## src/rtl/ps2_host_tx.sv

```systemverilog
// Purpose : PS/2 host-to-device transmitter; sends one command byte to the
//           device by driving the clock and data lines through pull-low
//           enables (open drain).
// Latency : INHIBIT_CYCLES of clock inhibit, then one cycle of data-low
//           setup. After that the frame follows the device clock: 10 bits
//           plus the ACK slot. done/error is a 1-cycle pulse on return to IDLE.
// Backpressure: tx_ready is high only in IDLE. tx_valid is ignored while a
//           frame is in flight, and tx_data is sampled only on accept.
// Ports:
//   clk, reset                 system clock, synchronous active-high reset
//   tx_data/tx_valid/tx_ready  command byte handshake (accept = valid & ready)
//   tx_done, tx_error          result pulses (ACK received / NACK or timeout)
//   busy                       high while a frame is in progress, through the result pulse
//   ps2_clk_in, ps2_data_in    raw, asynchronous line levels
//   ps2_clk_oe, ps2_data_oe    1 = pull the line low, 0 = release
module ps2_host_tx #(
  parameter int INHIBIT_CYCLES = 5000,
  parameter int TIMEOUT_BITS   = 19
) (
  input  logic       clk,
  input  logic       reset,
  input  logic [7:0] tx_data,
  input  logic       tx_valid,
  output logic       tx_ready,
  output logic       tx_done,
  output logic       tx_error,
  output logic       busy,
  input  logic       ps2_clk_in,
  input  logic       ps2_data_in,
  output logic       ps2_clk_oe,
  output logic       ps2_data_oe
);

  localparam int INH_W = (INHIBIT_CYCLES > 1) ? $clog2(INHIBIT_CYCLES) : 1;
  localparam logic [INH_W-1:0] INH_LAST = INH_W'(INHIBIT_CYCLES - 1);
  localparam logic [INH_W-1:0] INH_PRE  = INH_W'(INHIBIT_CYCLES - 2);
  // The abort decision is taken when the counter holds all-ones minus one.
  // As a result, the error pulse appears in the cycle in which the counter
  // holds all-ones.
  localparam logic [TIMEOUT_BITS-1:0] WD_ABORT = {{(TIMEOUT_BITS-1){1'b1}}, 1'b0};

  typedef enum logic [2:0] {
    IDLE,
    INHIBIT,
    RELEASE,
    SEND,
    ACK_WAIT,
    ACK_END
  } state_t;

  state_t                  state, state_nxt;
  logic                    clk_s1, clk_s2, clk_s3;
  logic                    data_s1, data_s2;
  logic                    fall;
  logic [9:0]              shift, shift_nxt;
  logic [3:0]              bit_cnt, bit_cnt_nxt;
  logic [INH_W-1:0]        inh_cnt, inh_cnt_nxt;
  logic [TIMEOUT_BITS-1:0] wd, wd_nxt;
  logic                    clk_oe_q, clk_oe_nxt;
  logic                    data_oe_q, data_oe_nxt;
  logic                    done_q, done_nxt;
  logic                    err_q, err_nxt;
  logic                    accept;

  assign tx_ready    = (state == IDLE);
  assign accept      = tx_valid & tx_ready;
  assign fall        = clk_s3 & ~clk_s2;
  assign tx_done     = done_q;
  assign tx_error    = err_q;
  assign busy        = (state != IDLE) | done_q | err_q;
  assign ps2_clk_oe  = clk_oe_q;
  assign ps2_data_oe = data_oe_q;

  always_ff @(posedge clk) begin
    if (reset) begin
      state     <= IDLE;
      // Synchronisers reset to the idle (high) line level so that leaving
      // reset never looks like a clock fall.
      clk_s1    <= 1'b1;
      clk_s2    <= 1'b1;
      clk_s3    <= 1'b1;
      data_s1   <= 1'b1;
      data_s2   <= 1'b1;
      shift     <= '0;
      bit_cnt   <= '0;
      inh_cnt   <= '0;
      wd        <= '0;
      clk_oe_q  <= 1'b0;
      data_oe_q <= 1'b0;
      done_q    <= 1'b0;
      err_q     <= 1'b0;
    end else begin
      state     <= state_nxt;
      clk_s1    <= ps2_clk_in;
      clk_s2    <= clk_s1;
      clk_s3    <= clk_s2;
      data_s1   <= ps2_data_in;
      data_s2   <= data_s1;
      shift     <= shift_nxt;
      bit_cnt   <= bit_cnt_nxt;
      inh_cnt   <= inh_cnt_nxt;
      wd        <= wd_nxt;
      clk_oe_q  <= clk_oe_nxt;
      data_oe_q <= data_oe_nxt;
      done_q    <= done_nxt;
      err_q     <= err_nxt;
    end
  end

  always_comb begin
    state_nxt   = state;
    shift_nxt   = shift;
    bit_cnt_nxt = bit_cnt;
    inh_cnt_nxt = inh_cnt;
    wd_nxt      = wd;
    clk_oe_nxt  = clk_oe_q;
    data_oe_nxt = data_oe_q;
    done_nxt    = 1'b0;
    err_nxt     = 1'b0;

    case (state)
      IDLE: begin
        if (accept) begin
          // Stop bit, odd parity, then data; bit 0 goes out first.
          shift_nxt   = {1'b1, ~^tx_data, tx_data};
          bit_cnt_nxt = '0;
          inh_cnt_nxt = '0;
          wd_nxt      = '0;
          clk_oe_nxt  = 1'b1;
          // With a single inhibit cycle, that cycle is also the start-bit cycle.
          data_oe_nxt = (INHIBIT_CYCLES == 1);
          state_nxt   = INHIBIT;
        end
      end

      INHIBIT: begin
        if (inh_cnt == INH_LAST) begin
          clk_oe_nxt = 1'b0;
          state_nxt  = RELEASE;
        end else begin
          inh_cnt_nxt = inh_cnt + 1'b1;
          // The start bit is registered so that it is on the pin during
          // the last inhibit cycle.
          if (inh_cnt == INH_PRE) begin
            data_oe_nxt = 1'b1;
          end
        end
      end

      RELEASE: begin
        wd_nxt    = '0;
        state_nxt = SEND;
      end

      SEND, ACK_WAIT, ACK_END: begin
        if (fall) begin
          wd_nxt = '0;
        end else begin
          wd_nxt = wd + 1'b1;
        end

        if (state == SEND) begin
          if (fall) begin
            data_oe_nxt = ~shift[bit_cnt];
            bit_cnt_nxt = bit_cnt + 4'd1;
            if (bit_cnt == 4'd9) begin
              state_nxt = ACK_WAIT;
            end
          end
        end else if (state == ACK_WAIT) begin
          if (fall) begin
            if (data_s2) begin
              err_nxt   = 1'b1;
              state_nxt = IDLE;
            end else begin
              state_nxt = ACK_END;
            end
          end
        end else begin
          // The device must release both lines before the frame counts as done.
          if (clk_s2 && data_s2) begin
            done_nxt  = 1'b1;
            state_nxt = IDLE;
          end
        end

        // A watchdog abort overrides everything else and releases both lines.
        if (!fall && wd == WD_ABORT) begin
          data_oe_nxt = 1'b0;
          done_nxt    = 1'b0;
          err_nxt     = 1'b1;
          state_nxt   = IDLE;
        end
      end

      default: begin
        clk_oe_nxt  = 1'b0;
        data_oe_nxt = 1'b0;
        state_nxt   = IDLE;
      end
    endcase
  end

endmodule

```

## config.mk

```make
export PLATFORM = sky130hd
export DESIGN_NAME = ps2_host_tx
export DESIGN_NICKNAME = d
export VERILOG_FILES = /design/src/rtl/ps2_host_tx.sv
export SDC_FILE = /design/constraint.sdc
export NUM_CORES = 1
export LEC_CHECK = 0
export BUFFER_PORTS_ARGS = -buffer_cell sky130_fd_sc_hd__buf_2
export CAP_MARGIN = 5
export CORE_MARGIN = 2
export CORE_UTILIZATION = 34
export DETAILED_ROUTE_END_ITERATION = 16
export REMOVE_ABC_BUFFERS = 1
export SLEW_MARGIN = 0
export SYNTH_ARGS = -nofsm -noshare
export SYNTH_HDL_FRONTEND = slang
export SYNTH_SLANG_ARGS = --single-unit
```

## constraint.sdc

```tcl
create_clock -name clk -period 2.29 [get_ports clk]
set_clock_uncertainty 0.1 [all_clocks]
set_input_delay 0.458 -clock clk [delete_from_list [all_inputs] [get_ports clk]]
set_output_delay 0.458 -clock clk [all_outputs]
set_load 0.01 [all_outputs]
```

== After elaboration in Yosys (flattened, before gate mapping) ==
Cells that the tools add are included.

* Register bits: 58
* Word-level logic and storage cells: 107

* Add/sub/neg operators: 3
* Order comparisons: 1
* Eq/ne operators: 21
* Multiplexer cells: 39
* Bitwise operators: 9
* Reductions and logical operators: 20

{| class="wikitable"
|+ Operator list
! kind !! count
|-
| $pmux 19 s3 || 1
|-
| $mux 19 || 2
|-
| $mux 3 || 10
|-
| $eq 13x13->1 const B || 2
|-
| $mux 13 || 2
|-
| $pmux 13 s2 || 1
|-
| $add 19x1->19 const B || 1
|-
| $eq 19x19->1 const B || 1
|-
| $mux 1 || 15
|-
| $add 13x1->13 const B || 1
|-
| $mux 4 || 3
|-
| $ne 4x4->1 const B || 3
|-
| $pmux 3 s4 || 1
|-
| $reduce_and 6->1 || 2
|-
| $ne 2x2->1 const B || 5
|-
| $pmux 4 s2 || 1
|-
| $reduce_xnor 8->1 || 1
|-
| $eq 3x2->1 const B || 2
|-
| $eq 3x3->1 const B || 2
|-
| $ne 3x3->1 const B || 2
|-
| $reduce_and 3->1 || 2
|-
| $reduce_bool 3->1 || 2
|-
| $lt 4x5->1 const B || 1
|-
| $ne 5x5->1 const B || 1
|-
| 20 further kinds || 29
|}

== Longest topological paths before layout ==
Gate-level depths: netlist of run 1.

* Depth after elaboration: 7
* Depth in mapped cells: 8
* Mapped depth without buffers: 7

== Worst setup path before layout of run 1 ==
OpenSTA, ideal clock, no wires.

* Path type: reg-to-output
* Start point: register state[1]
* End point: output port busy
* Arrival: 1.197 ns
* Required time: 1.732 ns
* Setup slack: 0.535 ns
* Stages on the path, launching flop included: 5
* Path through: dfxtp_1 -> buf_6 -> buf_2 -> nor3_1 -> nand2_1

* Longest elaborated chain between the ends: 3

{| class="wikitable"
|+ RTL lines
! item !! line !! source
|-
| from (decl) || 51 || <nowiki>state_t state, state_nxt;</nowiki>
|-
| from (signal assigned) || 93 || <nowiki>state <= state_nxt;</nowiki>
|-
| $reduce_bool 3->1 || 70 || <nowiki>assign busy = (state != IDLE) | done_q | err_q;</nowiki>
|-
| $or 1x1->1 (2 in a row) || 70 ||
|-
| to (decl) || 27 || <nowiki>output logic busy,</nowiki>
|}

No other way between the ends.

== Worst setup path after layout of run 1 ==
* Start point: register state[0]
* End point: output port busy

The elaborated chain is that of the path after synthesis.

==> reports/qor.csv, run 1 <==
stage,metric,value,unit
run_status,status,"complete, no violations",
detailed_routing,DR iter-0 viols,155,
die,die area,9660,um2
timing,fin crit period,2.05,ns
setup_path,critical path's top delay family,simple AND/OR/NAND/NOR gates,
placement,Routability Congestion,0.852,
timing,Worst Tran Pin Value,0.551,ns
yosys,top-area cell type share of the netlist area,38.4,%
pwr,VDD IR-drop max,0.000478,V
clock_tree,Root Driver,clkbuf_8,
yosys,Yosys cell types,54,
flow_run,Max Cap Viol,0,
setup_path,Worst Setup End Kind,primary output,
timing,hold_ws,0.192,ns
yosys,Synth Flop Type,dfxtp_1,
global_route,GRT Total Usage,14.3,%
clock_tree,CTS Buf Count,9,
setup_path,Startpoint Class,register,
timing,Final Max Tran Viols,0,
setup_path,r2r startpoint,wd[3],
global_route,initial antenna violation count,0,
detailed_routing,WL final,6500,um
setup_path,Crit Path Category,reg -> out,
placement,pre-CTS WS,0.272,ns
worst_hold_path,hold depth,2,
clock_tree,Max Root-Sink Buffers,2,
final_layout,Fillers,927,
worst_hold_path,hold path start,ps2_clk_in,
yosys,synthesized flop and latch total,58,
setup_path,CP Data Arrival Time,1.49,ns
timing,Slew headroom,63.3,%
die,initial core utilization,34.8,%
setup_path,Worst Path Required,1.73,ns
setup_path,Crit Path Max Fanout,15,
pwr,PD cells,706,nW/um2
timing,RSZ-0062 raised after global routing,false,
worst_hold_path,Hold WC Path Type,in -> reg,
die,Die Y,98.3,um
global_route,vias in the first global route,2456,
yosys,Syn Inst Count,359,
final_layout,nets@finish,403,
clock_tree,number of H-tree levels,3,
final_layout,# diodes,0,
yosys,asr flop ratio synth,0,%
global_route,largest net degree at the start of global routing,29,
pwr,Overall Power,2.42,mW
yosys,"Seq/Total Area, Yosys",38.4,%
final_layout,Reg area,1160,um2
setup_path,Worst path max stage delay,0.36,ns
timing,final cycle utilization of the critical path,89.4,%
detailed_routing,drt pass-1 iters,4,
die,Ports,19,
detailed_routing,ANT nets after route,0,
setup_path,CP max-delay cell,nor3_1,
final_layout,layout cells sized above 1,17.2,%
detailed_routing,vias,2610,
yosys,synthesized area per cell,8.42,um2
setup_path,Register-to-Register Path Depth,6,
setup_path,critical-path cell list,buf_4 > nor3_1 > nand2_1 > buf_2,
detailed_routing,routed length per placed instance,13.1,um
clock_tree,clock slew at reported path FFs,0.07,ns
global_route,aggregate global routing overflow,0,
yosys,Syn. warnings,0,
placement,placed cells,481,
yosys,"EDFF count, synth",0,
timing,fmax,488,MHz
die,Die X,98.3,um
clock_tree,Clock Sink Count,58,
placement,Detailed Place HPWL,4610,um
die,Core Region,8680,um2
placement,Port Buf Inserts,18,
pwr,P_leak,1.24,nW
die,Rows,34,
detailed_routing,vias per cell,5.25,
final_layout,multi-input combinational cell area,1730,um2
timing,sum of negative setup slack,0,ns
timing,Final Setup Violations,0,
setup_path,reg2reg end,ps2_data_oe,
detailed_routing,Post-route DRC,0,
yosys,Post-Syn Area,3020,um2
placement,DP Area,3250,um2
setup_path,r2r setup slk,0.31,ns
final_layout,final instance area,3420,um2
timing,final worst-path setup slack,0.242,ns
worst_hold_path,hold endpoint,clk_s1,
yosys,Yosys top cell by area,dfxtp_1,
clock_tree,"Clk Latency, worst-skew pair",0.35,ns
setup_path,Crit path buffers/inverters,2,
timing,"Hold Violations, Final",0,
clock_tree,setup bufs post-CTS,0,
final_layout,fin util,39.5,%
global_route,first-pass GRT wire length,11400,um
final_layout,fin cells,497,
clock_tree,CTS tree,done,
yosys,largest cells by area after synthesis,"dfxtp_1, nand2_1, nor2_1, a21oi_1, xnor2_1",
final_layout,Area Overhead vs Synth,13.2,%
-- cells in the mapped netlist (all sizes together), types with 3 or more instances --
| cell | count |
|---|---|
| a31oi | 3 |
| dfxtp | 58 |
| and3 | 8 |
| nor2b | 5 |
| mux2i | 5 |
| nand3 | 13 |
| o21ai | 16 |
| o211ai | 5 |
| nand4 | 11 |
| xnor2 | 14 |
| or3 | 9 |
| clkbuf | 8 |
| a21oi | 29 |
| buf | 9 |
| ha | 6 |
| nor3 | 9 |
| a211oi | 3 |
| nand2b | 4 |
| and4 | 4 |
| nor2 | 39 |
| inv | 9 |
| xor2 | 10 |
| a2bb2oi | 3 |
| nand2 | 41 |
| o21a | 3 |
| or2 | 7 |
| or4 | 3 |
| and2 | 3 |
-- layout by cell type, fill, tap and decap left out, types with 5 or more instances in the layout --
cell type and count:
xnor2_1 14, clkbuf_8 10, inv_1 9, ha_1 6, nand4_1 11, and3_1 8, nor2b_1 5, nor3_1 9
nand2_1 41, or3_1 9, mux2i_1 5, xor2_1 10, nor2_1 38, o21ai_0 14, a21oi_1 27, buf_4 13
o211ai_1 5, dfxtp_1 56, buf_2 18, or2_2 7, nand3_1 13
-- layer usage --
layer / track usage [%] / part of all wire [%]
met1: 18.7 / 49
met2: 23.0 / 46
met3: 3.44 / 3.0
met4: 5.48 / 1.4
met5: 0 / 0
-- repair_timing --
action,4_1_cts,5_1_grt
gates resized for setup,0,2
hold buffers,0,0
setup endpoints to repair,0,1
-- power by group --
| part | switching [mW] | internal (mW) |
|---|---|---|
| registers | 0.0421 | 1.06 |
| clock network | 0.413 | 0.415 |
| logic | 0.284 | 0.202 |
-- cell families (layout without fill, tap and decap cells) --
group	Yosys count	in the layout	share of synthesized area (%)
AND/OR/NAND/NOR	164	164	28.4
multiplexers	7	7	3.14
adder cells (fa/ha/maj)	6	6	2.48
flip-flops	58	58	38.4
buffers and inverters	26	56	4.30
XOR/XNOR	24	24	6.95
AO/OA/AOI/OAI	74	74	16.3
-- registers in the layout, summed over array words and instances, names as in the netlist --
register and cells:
tx_error 1, clk_s2 1, tx_done 1, bit_cnt 4, data_s1 1, ps2_data_oe 1
wd 19, state 3, clk_s3 1, shift 10, data_s2 1, ps2_clk_oe 1
clk_s1 1, inh_cnt 13
-- worst max-delay path by stage --
stage              from  cells past startpoint           to  slack, ns
6_report       state[0]                      4         busy       0.24
5_1_grt           wd[3]                      6  ps2_data_oe       0.07
4_1_cts        state[0]                      4         busy       0.22
3_5_place_dp   state[2]                      5  ps2_data_oe       0.27
3_3_place_gp   state[2]                      5  ps2_data_oe       0.30
2_1_floorplan  state[1]                      5        wd[8]       0.32
-- final cells by class --
cell class                 instances  area share (%)
multi-input combinational        275            50.6
clock inverter                     5           0.877
sequential                        58            34.0
timing repair buffer              31            5.48
clock buffer                      11            4.13
inverter                           9           0.986
tap                              108            3.95
Power figures use the tool's default switching activity.
==> run 2: changes to the inputs <==
==> constraint.sdc (replaced) <==
create_clock -name clk -period 2.29 [get_ports clk]
set_clock_uncertainty 0.1 [all_clocks]
set_input_delay 0.229 -clock clk [delete_from_list [all_inputs] [get_ports clk]]
set_output_delay 0.229 -clock clk [all_outputs]
set_load 0.01 [all_outputs]
==> reports/qor.csv, run 2 (synthesis results as in run 1) <==
stage,metric,value,unit
final_layout,max FFs per register,19,
detailed_routing,drt pass-1 iters,4,
final_layout,Reg with most FFs,wd,
clock_tree,CTS tree,done,
clock_tree,number of H-tree levels,3,
timing,RSZ-0062 raised after global routing,false,
clock_tree,"Clk Latency, worst-skew pair",0.34,ns
detailed_routing,DR iter-0 viols,91,
detailed_routing,Post-route DRC,0,
global_route,met3 usage,5.15,%
die,Ports,19,
global_route,largest net degree at the start of global routing,32,
global_route,routing usage on met1,18.1,%
timing,fmax,507,MHz
timing,"Hold Violations, Final",0,
clock_tree,Max Root-Sink Buffers,2,
placement,placed cells,479,
die,Die Y,98.3,um
detailed_routing,WL final,6380,um
final_layout,Fillers,930,
global_route,aggregate global routing overflow,0,
timing,fin crit period,1.97,ns
setup_path,Crit Path Max Fanout,6,
clock_tree,clock slew at reported path FFs,0.07,ns
clock_tree,CTS Buf Count,9,
die,Die X,98.3,um
global_route,met2 layer usage reported by global route,23.0,%
final_layout,nets@finish,403,
final_layout,fin cells,497,
placement,Port Buf Inserts,18,
timing,sum of negative setup slack,0,ns
detailed_routing,vias per cell,5.18,
pwr,PD cells,758,nW/um2
global_route,initial antenna violation count,0,
setup_path,Crit Path Category,reg -> reg,
die,initial core utilization,34.8,%
timing,Slew headroom,66.7,%
global_route,GRT Total Usage,14.3,%
global_route,first-pass GRT wire length,11300,um
timing,final cycle utilization of the critical path,86.1,%
setup_path,r2r setup slk,0.32,ns
flow_run,Max Cap Viol,0,
run_status,status,"complete, no violations",
final_layout,"most common cell after layout, fill and taps aside",dfxtp_1,
setup_path,Startpoint Class,register,
timing,Final Setup Violations,0,
detailed_routing,routed length per placed instance,12.8,um
die,Core Region,8680,um2
clock_tree,Root Driver,clkbuf_8,
placement,Detailed Place HPWL,4640,um
final_layout,layout cells sized above 1,16.7,%
die,Rows,34,
setup_path,Worst Setup End Kind,register,
pwr,P_leak,1.27,nW
worst_hold_path,Hold WC Path Type,in -> reg,
final_layout,Area Overhead vs Synth,15.0,%
timing,Worst Tran Pin Value,0.499,ns
placement,Routability Congestion,0.841,
timing,Final Max Tran Viols,0,
final_layout,top flop regs,"wd: 19 flops, inh_cnt: 13 flops, shift: 10 flops",
detailed_routing,vias,2575,
pwr,Overall Power,2.64,mW
pwr,VDD IR-drop max,0.000308,V
final_layout,most frequent cells in the layout,"dfxtp_1, nand2_1, nor2_1",
die,die area,9660,um2
setup_path,CP Data Arrival Time,2.14,ns
global_route,gr busiest metal,met2,
final_layout,# diodes,0,
global_route,vias in the first global route,2462,
clock_tree,setup bufs post-CTS,0,
detailed_routing,ANT nets after route,0,
setup_path,Worst Path Required,2.46,ns
clock_tree,Clock Sink Count,58,
-- run 2: cell count changes in the layout (fill, tap and decap cells not counted), sizes merged --
cell	change
buf	-2
bufinv	+2
clkinv	-1
dlygate4sd3	+2
clkinvlp	-1
-- run 2: routing by layer --
| metal | vias to the layer above | routed length [um] |
|---|---|---|
| li1 | 1327 | - |
| met1 | 1202 | 3070 |
| met2 | 41 | 3020 |
| met3 | 5 | 228 |
| met4 | 0 | 66 |
| met5 | - | 0 |
-- run 2: layout make-up --
class	count	area (um2)	share of cell area [%]
clock buffer	11	141	4.07
tap	108	135	3.89
clock inverter	5	77.6	2.23
sequential	58	1160	33.5
inverter	9	33.8	0.972
timing repair buffer	31	193	5.54
multi-input combinational	275	1730	49.8
-- run 2: path summary, 6_finish.rpt --
| path | start | to | cells after the start |
|---|---|---|---|
| worst min register to register | data_s1 | data_s2 | 1 |
| worst min-delay path | tx_data[2] | shift[2] | 3 |
| worst max register to register | wd[2] | state[0] | 5 |
| worst max-delay path | wd[2] | state[0] | 5 |
-- run 2: through the flow --
stage                     utilization [%]  instance area [um2]  hold slack (ns)  setup slack, ns
after floorplan                         -                 2930            0.198            0.319
after global placement               37.3                 3240            0.295            0.342
after detailed placement             37.3                 3240            0.292            0.313
after CTS                            40.0                 3470           0.0269            0.294
after global routing                 40.1                 3480           0.0298            0.132
final                                40.1                 3480           0.0406            0.318
-- run 2: what timing repair did --
action	4_1_cts	5_1_grt
endpoints found under the setup margin	0	1
endpoints found under the hold margin	2	0
resized for setup	0	2
hold buffers	2	0
-- run 2: critical path, cell delays in order, from the launching register on --
cell and delay [ns]:
dfxtp_1 0.42, and4_1 0.31, and3_1 0.31, nand3_1 0.17, a221oi_2 0.37, mux2i_1 0.21
-- run 2: power breakdown --
| group | switching [mW] | total, mW | internal [mW] |
|---|---|---|---|
| clock | 0.401 | 1.04 | 0.638 |
| combinational | 0.284 | 0.489 | 0.205 |
| sequential | 0.0473 | 1.11 | 1.06 |
| total | 0.732 | 2.64 | 1.90 |
